### src/rtl/axis_frame_unpacker.sv
// axis_frame_unpacker
//
// AXI-stream slave that collects 64-word frames of sign-extended 32-bit
// coefficients, narrows each word to 12-bit signed, and replays the frame
// as eight 8-lane rows on a valid/ready row interface.
//
// Build option: AXIS_UNPACK_SAT_EN
//   defined   - words are clamped to [-2048, 2047]; o_sat flags any clamp.
//   undefined - words are truncated to data[11:0]; o_sat is tied low.
//
// Ports:
//   i_clk, i_rst                 clock, async active-low reset
//   s_axis_valid/ready/data/last AXI-stream word input
//   o_row_data1..8, o_row_idx    current row lanes and row number
//   o_row_valid, i_row_ready     row handshake
//   o_frame_err                  one-cycle pulse on a short or long frame
//   o_err_cnt                    saturating framing-error count
//   o_sat                        sticky clamp flag
//
// state    | meaning
// ---------+-------------------------------------------------------------
// ST_FILL  | accepting words into the buffer
// ST_DRAIN | emitting rows 0..7, input stalled
// ST_SYNC  | discarding the tail of a long frame until its last word

module axis_frame_unpacker #(
  parameter int ERR_CNT_W = 8
) (
  input  logic                 i_clk,
  input  logic                 i_rst,
  input  logic                 s_axis_valid,
  output logic                 s_axis_ready,
  input  logic [31:0]          s_axis_data,
  input  logic                 s_axis_last,
  output logic [11:0]          o_row_data1,
  output logic [11:0]          o_row_data2,
  output logic [11:0]          o_row_data3,
  output logic [11:0]          o_row_data4,
  output logic [11:0]          o_row_data5,
  output logic [11:0]          o_row_data6,
  output logic [11:0]          o_row_data7,
  output logic [11:0]          o_row_data8,
  output logic [2:0]           o_row_idx,
  output logic                 o_row_valid,
  input  logic                 i_row_ready,
  output logic                 o_frame_err,
  output logic [ERR_CNT_W-1:0] o_err_cnt,
  output logic                 o_sat
);

  typedef enum logic [1:0] {
    ST_FILL  = 2'd0,
    ST_DRAIN = 2'd1,
    ST_SYNC  = 2'd2
  } state_t;

  state_t               state;
  logic [5:0]           wr_pt;
  logic [2:0]           rd_row;
  logic                 sync_pend;
  logic [11:0]          mem [64];
  logic [11:0]          row_q [8];
  logic [11:0]          narrow_word;
  logic                 narrow_clamp;
  logic                 word_acc;
  logic                 row_acc;
  logic [2:0]           next_row;
  logic [ERR_CNT_W-1:0] err_cnt_nxt;

  assign word_acc    = s_axis_valid & s_axis_ready;
  assign row_acc     = o_row_valid & i_row_ready;
  // Row to present after this edge: row 0 when a frame completes, else the successor.
  assign next_row    = (state == ST_DRAIN) ? rd_row + 3'd1 : 3'd0;
  assign err_cnt_nxt = (&o_err_cnt) ? o_err_cnt : o_err_cnt + 1'b1;

`ifdef AXIS_UNPACK_SAT_EN
  always_comb begin
    narrow_word  = s_axis_data[11:0];
    narrow_clamp = 1'b0;
    if ($signed(s_axis_data) > 32'sd2047) begin
      narrow_word  = 12'h7FF;
      narrow_clamp = 1'b1;
    end else if ($signed(s_axis_data) < -32'sd2048) begin
      narrow_word  = 12'h800;
      narrow_clamp = 1'b1;
    end
  end
`else
  logic unused_hi;
  assign unused_hi    = ^s_axis_data[31:12];
  assign narrow_word  = s_axis_data[11:0];
  assign narrow_clamp = 1'b0;
`endif

  // Buffer contents survive reset as don't-care, so no reset here.
  always_ff @(posedge i_clk) begin
    if (state == ST_FILL && word_acc) begin
      mem[wr_pt] <= narrow_word;
    end
  end

  always_ff @(posedge i_clk or negedge i_rst) begin
    if (!i_rst) begin
      state        <= ST_FILL;
      wr_pt        <= '0;
      rd_row       <= '0;
      sync_pend    <= 1'b0;
      s_axis_ready <= 1'b0;
      o_row_valid  <= 1'b0;
      o_frame_err  <= 1'b0;
      o_err_cnt    <= '0;
      o_sat        <= 1'b0;
      for (int l = 0; l < 8; l++) row_q[l] <= '0;
    end else begin
      o_frame_err <= 1'b0;
      case (state)
        ST_FILL: begin
          // First cycle after reset release: ready comes up here.
          s_axis_ready <= 1'b1;
          if (word_acc) begin
            if (narrow_clamp) o_sat <= 1'b1;
            wr_pt <= wr_pt + 6'd1;
            if (wr_pt == 6'd63) begin
              // Word 63 is written this same edge; row 0 is already complete.
              state        <= ST_DRAIN;
              s_axis_ready <= 1'b0;
              o_row_valid  <= 1'b1;
              rd_row       <= 3'd0;
              for (int l = 0; l < 8; l++) row_q[l] <= mem[{next_row, 3'(l)}];
              if (!s_axis_last) begin
                sync_pend   <= 1'b1;
                o_frame_err <= 1'b1;
                o_err_cnt   <= err_cnt_nxt;
              end
            end else if (s_axis_last) begin
              wr_pt       <= 6'd0;
              o_frame_err <= 1'b1;
              o_err_cnt   <= err_cnt_nxt;
            end
          end
        end
        ST_DRAIN: begin
          if (row_acc) begin
            if (rd_row == 3'd7) begin
              rd_row       <= 3'd0;
              o_row_valid  <= 1'b0;
              s_axis_ready <= 1'b1;
              sync_pend    <= 1'b0;
              state        <= sync_pend ? ST_SYNC : ST_FILL;
            end else begin
              rd_row <= next_row;
              for (int l = 0; l < 8; l++) row_q[l] <= mem[{next_row, 3'(l)}];
            end
          end
        end
        ST_SYNC: begin
          s_axis_ready <= 1'b1;
          if (word_acc && s_axis_last) state <= ST_FILL;
        end
        default: state <= ST_FILL;
      endcase
    end
  end

  assign o_row_idx   = rd_row;
  assign o_row_data1 = row_q[0];
  assign o_row_data2 = row_q[1];
  assign o_row_data3 = row_q[2];
  assign o_row_data4 = row_q[3];
  assign o_row_data5 = row_q[4];
  assign o_row_data6 = row_q[5];
  assign o_row_data7 = row_q[6];
  assign o_row_data8 = row_q[7];

endmodule

### config.mk
export PLATFORM = sky130hd
export DESIGN_NAME = axis_frame_unpacker
export DESIGN_NICKNAME = d
export VERILOG_FILES = /design/src/rtl/axis_frame_unpacker.sv
export SDC_FILE = /design/constraint.sdc
export NUM_CORES = 1
export LEC_CHECK = 0
export BUFFER_PORTS_ARGS = -buffer_cell sky130_fd_sc_hd__buf_2
export CAP_MARGIN = 20
export CORE_UTILIZATION = 60
export CTS_CLUSTER_DIAMETER = 30
export DETAILED_ROUTE_END_ITERATION = 7
export PLACE_DENSITY = 0.78
export SETUP_SLACK_MARGIN = 0.1
export SYNTH_ARGS = -nofsm -noshare
export SYNTH_HDL_FRONTEND = slang
export SYNTH_SLANG_ARGS = --single-unit
export TNS_END_PERCENT = 50
### constraint.sdc
create_clock -name i_clk -period 3.72 [get_ports i_clk]
set_input_delay 0.744 -clock i_clk [delete_from_list [all_inputs] [get_ports i_clk]]
set_output_delay 0.744 -clock i_clk [all_outputs]
set_load 0.02 [all_outputs]
* Word-level counts from Yosys, hierarchy flattened
Memories as Yosys holds them, arrays and structs flattened.
Index checks and enable logic that the tools add are counted.
** Storage, ports and cells
- Memories kept :: 1
- RAM bits :: 768
- Output and inout bits :: 111
- Word-level logic and storage cells :: 94
- Register bits after elaboration :: 119
** Cells by class
- Reduce and logical (&&, ||, !) cells :: 15
- Bitwise logic cells :: 2
- Mux-type cells :: 45
- Add/subtract/negate cells :: 3
- Equal/unequal tests :: 12
** Memories
- mem :: depth 64, bits a word 12, read ports 8, clocked after Yosys merged registers in 0, write ports 1, RTL line 61 : logic [11:0] mem [64];
** Operators with widths (count)
- two-way mux 96 bit :: 4
- case mux 96 bit (2 select lines) :: 1
- two-way mux 8 bit :: 4
- two-way mux 1 bit :: 18
- two-way mux 3 bit :: 5
- AND reduction 5 bit :: 3
- two-way mux 2 bit :: 6
- two-way mux 6 bit :: 2
- != test 2 bit, second input constant :: 6
- adder 8 x 1 -> 8 bit, second input constant :: 1
- AND reduction 4 bit :: 2
- AND reduction 8 bit :: 1
- adder 6 x 1 -> 6 bit, second input constant :: 1
- equality test 6 bit, second input constant :: 1
- case mux 2 bit (3 select lines) :: 1
- case mux 3 bit (2 select lines) :: 1
- AND reduction 6 bit :: 1
- != test 2 x 1 -> 1 bit, second input constant :: 2
- case mux 1 bit (2 select lines) :: 2
- nonzero test 2 bit :: 2
- adder 3 x 1 -> 3 bit, second input constant :: 1
- equality test 3 bit, second input constant :: 1
- case mux 1 bit (3 select lines) :: 1
- AND reduction 3 bit :: 1
- 7 further kinds :: 9

* Depth between registers and ports, before layout
An unclocked memory read counts as a cell.
- Depth in word-level cells :: 6
- Depth in mapped cells :: 9

* Worst setup path before layout
OpenSTA, ideal clock, no wires.
- Path type :: reg-to-reg
- From :: register state[0]
- To :: memory mem[40][0], enable pin
- Library setup time :: 0.396 ns
- Path slack :: 1.020 ns
- Clock period less this slack :: 2.700 ns
- Stages on the path, launching flop included :: 8
- Data arrival time :: 2.304 ns
- Buffers on the path :: 1
- Path through :: dfrtp_1 -> inv_1 -> ha_1 -> nand3_1 -> buf_2 -> nor2_1 -> nand2_1 -> nor3_1
** Between the ends
- Longest elaborated chain between the ends :: 4
** RTL lines
- start: declaration :: RTL line 57 : state_t state;
- start signal: assignment :: RTL line 149 : state <= sync_pend ? ST_SYNC : ST_FILL;
- logical NOT 2 bit :: RTL line 97 : if (state == ST_FILL && word_acc) begin
- logical AND 1 bit :: RTL line 97
- two-way mux 1 bit :: RTL line 97
- two-way mux 1 bit (not written as such) :: RTL line 98 : mem[wr_pt] <= narrow_word;
- end: declaration :: RTL line 61
Every way passes these cells.

* Worst setup path in the final report
- From :: register state[1]
- To :: register row_q (netlist bit o_row_data5[1])
** Between the ends
- Longest elaborated chain between the ends :: 6
- Elaborated cells on any way between the ends :: 15
- Those cells by class :: eq/ne: 5; mux: 6; reduce/logical: 3; memory: 1
** RTL lines
- equality test 2 x 1 -> 1 bit :: RTL line 73, 116
- two-way mux 3 bit :: RTL line 73 : assign next_row = (state == ST_DRAIN) ? rd_row + 3'd1 : 3'd0;
- memory (64 x 12 bit)
- two-way mux 96 bit, on equally long branches :: RTL line 144, 123
- two-way mux 96 bit, on equally long branches :: RTL line 143, 120
- case mux 96 bit (2 select lines) :: RTL line 116 : case (state)
- end: declaration :: RTL line 62 : logic [11:0] row_q [8];
Several ways; a longest one is shown, not always the timed one. The select of a mux whose other input is x is not followed.
A chain may end at the register's enable or synchronous reset.

==> flow_summary.json <==
{
  "status": "complete, no violations",
  "cts_resized": 0,
  "insertion_delay_ns": 0.71,
  "first_pass_iters": 5,
  "hold_path_class": "input pin to async pin",
  "ys_ff_latch": 887,
  "wl_met3_mm": 6.59,
  "clk_pin_slew_ns": 0.06,
  "synthTopCellsByCount": "768 x edfxtp_1, 194 x mux2i_1, 169 x nor2_1",
  "first_iter_violations": 1839,
  "hpwl_mm": 40.4,
  "slew_viol_final": 0,
  "num_antenna_cells": 0,
  "fin_setup_tns_ns": 0,
  "htree_num_levels": 4,
  "place_ws_ns": 0.836,
  "worstPathCellList": "inv_1 > ha_1 > nand2b_4 > buf_12 > mux2i_1 > a221oi_1 > mux2_2",
  "setup_viol": 0,
  "placedInstanceArea_um2": 36200,
  "area_growth_syn_to_layout_pct": 20.0,
  "powerDensity_nw_per_um2": 843,
  "root_buffer": "clkbuf_16",
  "path_class": "flip-flop to flip-flop",
  "post_cts_buffers": 0,
  "rsz0062_at_grt": "no",
  "synth-edff-count": 768,
  "synth_nets": 1805,
  "end_kind": "flip-flop",
  "synth.most_common_cell": "edfxtp_1",
  "slew_headroom_pct": 27.8,
  "vias": 18165,
  "wl_per_cell_um": 26.7,
  "stdcell_area_um2": 41200,
  "final_nets": 2079,
  "worstMarginPinSlew_ns": 1.08,
  "stdcell_count": 2909,
  "grt_overflow": 0,
  "drive_above_1_share_pct": 31.4,
  "finalWorstSetupSlack_ns": 0.613,
  "grt_max_degree": 99,
  "start_util_pct": 60.8,
  "clk_path_buf_depth": 3,
  "crit_buf_inv": 2,
  "cp_max_fo": 48,
  "synth_cell_types": 48,
  "die_w_um": 241,
  "synth_ff_type": "edfxtp_1",
  "netlist_instances": 1759,
  "yosys.area.top_type": "edfxtp_1",
  "fmax_ghz": 0.322,
  "wirelength_met1_mm": 29.6,
  "netlist_area_um2": 34300,
  "ctsHoldBuffers": 0,
  "finClkSkew_ns": 0.0246,
  "core_um2": 56400,
  "fin_crit_sh_pct": 83.5,
  "route.met2.wl_mm": 39.3,
  "wirelength_mm": 77.6,
  "finalPower_w": 0.0347,
  "cts.sinks": 887,
  "cap_violations": 0,
  "required_ns": 4.37,
  "grt_antenna_before_repair": 1,
  "num_rows": 87,
  "layout_min_cycle_time_ns": 3.11,
  "fp.dieH_um": 241,
  "synthArstFlopShare_pct": 13.4,
  "via_per_inst": 6.24,
  "critPathMaxStageDelay_ns": 0.65,
  "hold_viol_final": 0,
  "worst_setup_path_start_kind": "flip-flop",
  "avgSynthCellArea_um2": 19.5,
  "synth_top_area_share_pct": 67.3,
  "top_layer": "met5",
  "drc_errors": 0,
  "grt_pass1_wl_mm": 116,
  "nFillCells": 3195,
  "arrival_ns": 3.75,
  "cp_top_family": "compound AO/OA/AOI/OAI gates",
  "portBuffers": 126,
  "die-area_um2": 58100,
  "seq_area_frac_synth_pct": 75.9,
  "synth-warning-count": 0,
  "ant_nets": 0,
  "cts_made_buffers": 141,
  "cts_tree": "built",
  "gp_congestion": 0.759,
  "synth_area_leaders": "edfxtp_1 67%, dfrtp_1 8.7%, mux4_2 6.3%",
  "grt.total_usage_pct": 27.7,
  "p_leak_nw": 14.9,
  "grt_pass1_vias": 18928,
  "cpMaxStageDelayCell": "a221oi_1",
  "place_inst": 2640,
  "ios": 148,
  "irDropWorstVdd_mv": 0.689
}
[worst reg2reg max path: cells and delay by family (launching register included)]
kind            cells  cell delay, ns
fa+ha+maj           1            0.58
simple gates        1            0.38
mux                 2            0.54
buf+inv             2            0.48
compound gates      1            0.65
flops               1            0.41
[metrics by stage]
step           hold slack, ns  utilization (%)
6_report               0.0644             73.0
5_1_grt                 0.114             73.0
2_1_floorplan           0.448                -
3_5_place_dp            0.491             64.2
3_3_place_gp            0.487             64.2
4_1_cts                0.0781             72.8
[layer usage]
layer / vias to the layer above / track usage [%]
met5: - / 0
met4: 2 / 10.8
met3: 161 / 7.02
met2: 950 / 45.6
met1: 9391 / 35.7
li1: 7661 / -
[flip-flops by register name, summed over array words and instances, names as in the netlist]
register	flops
s_axis_ready	1
o_frame_err	1
o_row_data4	12
o_row_data8	12
o_row_data2	12
o_row_idx	3
sync_pend	1
o_row_data1	12
wr_pt	6
o_row_valid	1
o_row_data3	12
state	2
o_err_cnt	8
mem	768
o_row_data5	12
o_row_data7	12
o_row_data6	12
[power breakdown]
part / leakage, nW / switching (W) / internal, W
sequential: 8.31 / 0.000462 / 0.0116
clock: 2.32 / 0.00473 / 0.00840
combinational: 4.24 / 0.00537 / 0.00413
total: 14.9 / 0.0106 / 0.0241
[cell type report]
type / count / area [um2] / area share, %
Timing Repair Buffer: 229 / 1670 / 4.06
Clock buffer: 170 / 3860 / 9.38
Inverter: 6 / 22.5 / 0.0547
Multi-Input combinational cell: 768 / 7630 / 18.5
Clock inverter: 93 / 981 / 2.38
Tap cell: 756 / 946 / 2.30
Sequential cell: 887 / 26000 / 63.3
[worst paths after layout]
| check | startpoint | to | slack (ns) | cells after the start |
|---|---|---|---|---|
| max | state[1] | o_row_data5[1] | 0.61 | 7 |
| min | i_rst | o_row_data6[5] | 0.06 | 1 |
| max reg2reg | state[1] | o_row_data5[1] | 0.61 | 7 |
| min reg2reg | o_row_data6[5] | o_row_data6[5] | 0.50 | 1 |
| max in group asynchronous | i_rst | o_row_data3[10] | 2.92 | 2 |
| min in group i_clk | s_axis_last | wr_pt[3] | 0.37 | 2 |
[logic make-up (layout without fill, tap and decap cells)]
family / Yosys count / in the layout / synth area share [%]
compound gates: 125 / 125 / 3.09
fa+ha+maj: 9 / 9 / 0.328
simple gates: 235 / 235 / 2.85
xor+xnor: 6 / 6 / 0.153
buf+inv: 104 / 498 / 1.97
mux: 392 / 392 / 15.6
flops: 887 / 887 / 75.9
other cells: 1 / 1 / 0.0109
[placed cells by master (no fill, tap or decap), types with 13 or more instances in the layout]
cell type	count
buf_4	82
mux2_4	30
mux2i_1	194
clkbuf_16	151
clkbuf_1	18
inv_6	23
buf_2	125
bufinv_16	13
dfrtp_1	118
nand2_1	26
nor2_1	169
clkinv_2	15
edfxtp_1	768
mux2_2	72
clkinvlp_4	17
mux4_2	96
a221oi_1	96
buf_12	21
(Power assumes the default switching activity.)
